===== config.mk =====
export PLATFORM = sky130hd
export DESIGN_NAME = fast2slow_counter
export DESIGN_NICKNAME = d
export VERILOG_FILES = /design/src/rtl/fast2slow_counter_pkg.sv /design/src/rtl/sync_edge_detect.sv /design/src/rtl/fast2slow_counter.sv
export SDC_FILE = /design/constraint.sdc
export NUM_CORES = 1
export LEC_CHECK = 0
export BUFFER_PORTS_ARGS = -buffer_cell sky130_fd_sc_hd__clkbuf_2
export CORE_AREA = 2 2 39 41
export DETAILED_ROUTE_END_ITERATION = 7
export DIE_AREA = 0 0 41 43
export PLACE_DENSITY = 0.59
export SYNTH_ARGS = -nofsm -noshare
export SYNTH_HDL_FRONTEND = slang
export SYNTH_SLANG_ARGS = --single-unit
export TNS_END_PERCENT = 10

===== constraint.sdc =====
create_clock -name clk1 -period 1.5 [get_ports clk1]
set_input_delay 0.075 -clock clk1 [delete_from_list [all_inputs] [get_ports clk1]]
set_output_delay 0.075 -clock clk1 [all_outputs]
set_load 0.01 [all_outputs]

===== src/rtl/fast2slow_counter_pkg.sv =====
// Shared constants and Gray-code helpers for the fast-to-slow counter transfer.
// The helpers work on a fixed wide vector; callers zero-extend and truncate.
`timescale 1ns/1ps
package fast2slow_counter_pkg;

  localparam int DEFAULT_WIDTH       = 4;
  localparam int DEFAULT_SYNC_STAGES = 2;
  localparam int MAX_W               = 32;

  function automatic logic [MAX_W-1:0] bin2gray(input logic [MAX_W-1:0] x);
    return x ^ (x >> 1);
  endfunction

  // Zero-extended Gray input decodes to the same binary value in the low bits.
  function automatic logic [MAX_W-1:0] gray2bin(input logic [MAX_W-1:0] g);
    logic [MAX_W-1:0] b;
    b = g;
    for (int i = MAX_W - 2; i >= 0; i--) begin
      b[i] = b[i+1] ^ g[i];
    end
    return b;
  endfunction

endpackage


===== src/rtl/sync_edge_detect.sv =====
// Brings the slow reference into the clk1 domain and emits a one-cycle strobe
// on each rising edge seen at the synchronizer output.
`timescale 1ns/1ps
module sync_edge_detect
  import fast2slow_counter_pkg::*;
#(
  parameter int SYNC_STAGES = DEFAULT_SYNC_STAGES
) (
  input  logic clk1,
  input  logic reset,
  input  logic clk2,
  output logic slow_tick
);

  (* ASYNC_REG = "TRUE" *) logic [SYNC_STAGES-1:0] sync_q;
  logic hist_q;

  always_ff @(posedge clk1) begin
    if (reset) begin
      sync_q <= '0;
      hist_q <= 1'b0;
    end else begin
      sync_q <= {sync_q[SYNC_STAGES-2:0], clk2};
      hist_q <= sync_q[SYNC_STAGES-1];
    end
  end

  // Strobe only after the edge has passed every synchronizer stage.
  assign slow_tick = sync_q[SYNC_STAGES-1] & ~hist_q;

endmodule


===== src/rtl/fast2slow_counter.sv =====
// Free-running clk1 counter whose value is copied, via a Gray register, into a
// second register once per rising edge of the slow reference clk2.
`timescale 1ns/1ps
module fast2slow_counter
  import fast2slow_counter_pkg::*;
#(
  parameter int WIDTH       = DEFAULT_WIDTH,
  parameter int SYNC_STAGES = DEFAULT_SYNC_STAGES
) (
  input  logic             clk1,
  input  logic             reset,
  input  logic             clk2,
  output logic [WIDTH-1:0] count_1,
  output logic [WIDTH-1:0] count_2
);

  logic [WIDTH-1:0] gray_q;
  logic             slow_tick;

  sync_edge_detect #(
    .SYNC_STAGES(SYNC_STAGES)
  ) u_sync (
    .clk1      (clk1),
    .reset     (reset),
    .clk2      (clk2),
    .slow_tick (slow_tick)
  );

  // gray_q lags count_1 by one edge, so count_2 lands two counts behind.
  always_ff @(posedge clk1) begin
    if (reset) begin
      count_1 <= '0;
      gray_q  <= '0;
      count_2 <= '0;
    end else begin
      count_1 <= count_1 + 1'b1;
      gray_q  <= WIDTH'(bin2gray(MAX_W'(count_1)));
      if (slow_tick) begin
        count_2 <= WIDTH'(gray2bin(MAX_W'(gray_q)));
      end
    end
  end

endmodule


Yosys cells after proc, flatten, opt, wreduce, memory -nomap -nowiden
Index checks and enable logic that the tools add are counted.

cells by class
  add/sub/neg operators = 1
  bitwise gates (word level) = 6

operators by type and width
  operator             count
  $add 4x1->4 const B  1
  $xor 4x3->4          1
  $xor 1x1->1          3
  $and 1x1->1          1
  $not 1->1            1

word-level totals
  register bits after elaboration = 15
  input port bits = 3
  output and inout port bits = 8
  word-level logic and storage cells = 12

Longest topological paths before layout
  depth after elaboration = 3
  mapped depth = 4
  gate-level depth less buffers = 4

By module
From an unflattened synthesis, not the netlist that was laid out.

unflattened totals
  cell total of the unflattened synthesis = 45
  area, all modules = 509.2 µm²

by module, submodules not included
  module             instances  cells an instance  area an instance (µm²)  seq. area each (µm²)
  fast2slow_counter  1          38                 421.7                   220.2
  sync_edge_detect   1          7                  87.6                    60.1

Worst setup path after synthesis
No wires, ideal clock.

  path kind = register to register
  start = register gray_q[3]
  end = register count_2[0]
  library setup time = 0.079 ns
  arrival time = 1.092 ns
  data required time = 1.421 ns
  slack = 0.328 ns
  cell stages (with the launch flop) = 4
  path buffers = 0
  period minus slack after synthesis = 1.172 ns
  cell sequence = dfxtp_1 > xnor3_1 > xor2_1 > a211oi_2

on the way
  cells in the longest elaborated chain, start to end = 3

RTL lines
  element                    RTL line                     RTL
  start: declaration         fast2slow_counter.sv:17      logic [WIDTH-1:0] gray_q;
  start signal: assignment   fast2slow_counter.sv:37      gray_q <= WIDTH'(bin2gray(MAX_W'(count_1)));
  $xor 1x1->1 (3 in series)  fast2slow_counter_pkg.sv:19  b[i] = b[i+1] ^ g[i];
  end signal: assignment     fast2slow_counter.sv:39      count_2 <= WIDTH'(gray2bin(MAX_W'(gray_q)));
  end: declaration           fast2slow_counter.sv:14      output logic [WIDTH-1:0] count_2

Every way passes these cells.
A chain may end at the register's enable or synchronous reset.

Worst setup path after layout
Same ends and word-level chain as after synthesis.

==> impl_metrics.env <==
export IMPL_leakagePower_nw=0.266
export IMPL_max_freq_ghz=0.796
export IMPL_setup_viol=0
export IMPL_fillers=137
export IMPL_syn_num_nets=51
export IMPL_die_h_um=43
export IMPL_post_cts_resized=0
export IMPL_drt_iter0_drc=0
export IMPL_worstPathMaxFanout=3
export IMPL_synth_simple_area_share=0.152
export IMPL_clk_latency_ps=270
export IMPL_die_x_um=41
export IMPL_syn_area_per_cell_um2=11.1
export IMPL_drv_slew=0
export IMPL_yosysMostFrequentCell="dfxtp_1"
export IMPL_synthAdderAreaFrac=0.0491
export IMPL_crit_start="gray_q[3]"
export IMPL_row_count=14
export IMPL_period_minus_slack_ps=1260
export IMPL_wl_per_cell_um=9.31
export IMPL_crit_path_end="count_2[0]"
export IMPL_grt_setup_unrepaired="false"
export IMPL_critPathArrivalTime_ps=1460
export IMPL_ant_nets=0
export IMPL_clkTransAtPathRegs_ps=80
export IMPL_synthTopCellsByArea="dfxtp_1 55%, nor2b_1 8.6%, nor2_1 5.9%"
export IMPL_clock_sinks=14
export IMPL_yosysTopAreaCellShare=0.550
export IMPL_synthCells=46
export IMPL_holdCritPathClass="primary input to register"
export IMPL_hold_violations=0
export IMPL_drt_total_wl_um=698
export IMPL_cts_buffers_inserted=3
export IMPL_yosysWarnings=0
export IMPL_regToRegEndpoint="count_2[0]"
export IMPL_vias_per_cell=4.36
export IMPL_synth_xor_area_frac=0.130
export IMPL_dp_cells=70
export IMPL_insertedDiodeCount=0
export IMPL_relSlewSlack=0.813
export IMPL_async_flop_share=0
export IMPL_fin_util=0.447
export IMPL_grt_pass1_wl_um=1130
export IMPL_skew_ps=1.12
export IMPL_io_pins=11
export IMPL_synth_distinct_cells=15
export IMPL_synth_compound_gate_area_share=0.0393
export IMPL_areaGrowthSynthToFinish_pct=21.4
export IMPL_port_buffers=10
export IMPL_synth_edff_count=0
export IMPL_root_buffer="clkbuf_4"
export IMPL_p_per_area_nw_per_um2=1180
export IMPL_synth_seq_cells=14
export IMPL_final_cells=75
export IMPL_cts_buffer_depth=2
export IMPL_ys_seq_area_frac=0.550
export IMPL_htreeDepth=1
export IMPL_grt_ovfl_total=0
export IMPL_die_area_um2=1760
export IMPL_grt_max_degree=15
export IMPL_r2r_slack_ps=240
export IMPL_fin_crit_sh=0.837
export IMPL_maxCapViolations=0
export IMPL_synth_area_leader_cell="dfxtp_1"
export IMPL_worst_pin_slew_ps=280
export IMPL_timing_setup_tns_ps=0
export IMPL_drc=0
export IMPL_synth_top_family_by_area="simple AND/OR/NAND/NOR gates"
export IMPL_start_util=0.368
export IMPL_syn_area_um2=509
export IMPL_cts_tree="done"
export IMPL_r2r_start="gray_q[3]"
export IMPL_reg2reg_depth=3
export IMPL_yosys_top_cells_count="14 x dfxtp_1, 8 x nor2_1, 7 x nor2b_1, 3 x xnor2_1"
export IMPL_postCtsSetupBuffers=0
export IMPL_globalplace_congestion=0.591
export IMPL_track_usage=0.105
export IMPL_nNetsFinal=65
export IMPL_start_kind="register"
export IMPL_hpwlAfterDp_um=491
export IMPL_synth_mux_area_frac=0.0418
export IMPL_synthFlopType="dfxtp_1"
export IMPL_status="completed"
export IMPL_core_area_um2=1380
export IMPL_drive_gt1_frac=0.288
export IMPL_path_class="register to register"
export IMPL_peakVddDrop_mv=0.518
export IMPL_endpoint_kind="register"
export IMPL_firstDrtPassIters=1
export IMPL_vias=327
export IMPL_grt_pass1_vias=278
export IMPL_grt_antenna_before_repair=0
export IMPL_worst_ep_required_time_ps=1700
## logic make-up after synthesis
group / count (synthesis)
flops: 14
simple gates: 16
compound gates: 2
fa+ha+maj: 2
xor+xnor: 6
buf+inv: 4
mux: 2
## registers in the layout (all words and copies together), names as in the netlist
name / cells
count_2: 4
gray_q: 3
count_1: 4
u_sync.hist_q: 1
u_sync.sync_q: 2
## worst min path at each step
stage          start               end  cells past startpoint  slack, ps
5_1_grt        reset        count_2[0]                      2        160
4_1_cts        reset        count_2[0]                      2        150
2_1_floorplan  reset         gray_q[3]                      1        150
3_5_place_dp    clk2  u_sync.sync_q[0]                      2        290
3_3_place_gp    clk2  u_sync.sync_q[0]                      2        290
6_report       reset        count_2[0]                      2        150
## layout by cell type (no fill, tap or decap)
cell           Yosys  layout
a211oi_1           1       1
a211oi_2           1       1
buf_4              1       1
clkbuf_2           0      10
clkbuf_4           0       3
clkbuf_8           0       1
dfxtp_1           14      14
dlygate4sd3_1      0       1
ha_1               2       2
inv_1              1       1
mux2_2             1       1
mux2i_1            1       1
nand2_1            1       1
nor2_1             8       8
nor2b_1            7       7
xnor2_1            3       3
xnor3_1            1       1
xor2_1             2       2
## report_power, final
| group | leakage [nW] | switching [mW] | internal (mW) |
|---|---|---|---|
| logic | 0.131 | 0.0318 | 0.0347 |
| registers | 0.114 | 0.0120 | 0.389 |
| clock network | 0.0210 | 0.116 | 0.148 |
## critical path, cell delays in order, from the launching register on
cell,delay [ps]
dfxtp_1,370
xnor3_1,440
xor2_1,170
a211oi_2,200
## routing by layer
layer,routed length [µm],vias to the layer above,track usage,part of all wire
met1,325,149,0.110,0.47
met4,0,0,0.0800,0
met5,0,-,0,0
met3,43,0,0.0785,0.062
met2,330,8,0.134,0.47
li1,-,170,-,-
## stage by stage
step	instance area, µm²	total power, mW	setup slack, ps	hold WS [ps]
6_report	618	0.731	244	152
5_1_grt	618	0.778	180	160
2_1_floorplan	509	0.457	328	147
3_5_place_dp	572	0.475	279	291
3_3_place_gp	572	0.474	296	288
4_1_cts	618	0.744	239	153
## what timing repair did
action | 4_1_cts | 5_1_grt
endpoints found under the setup margin | 0 | 0
hold buffers | 1 | 0
hold endpoints to repair | 1 | 0
## layout make-up
class	instances	area (µm²)	share of cell area
clock buffer	4	36.3	0.0587
timing repair buffer	12	67.6	0.109
tap	16	20.0	0.0324
inverter	1	3.75	0.00607
sequential	14	280	0.453
multi-input combinational	28	210	0.340
(Power assumes the default switching activity.)
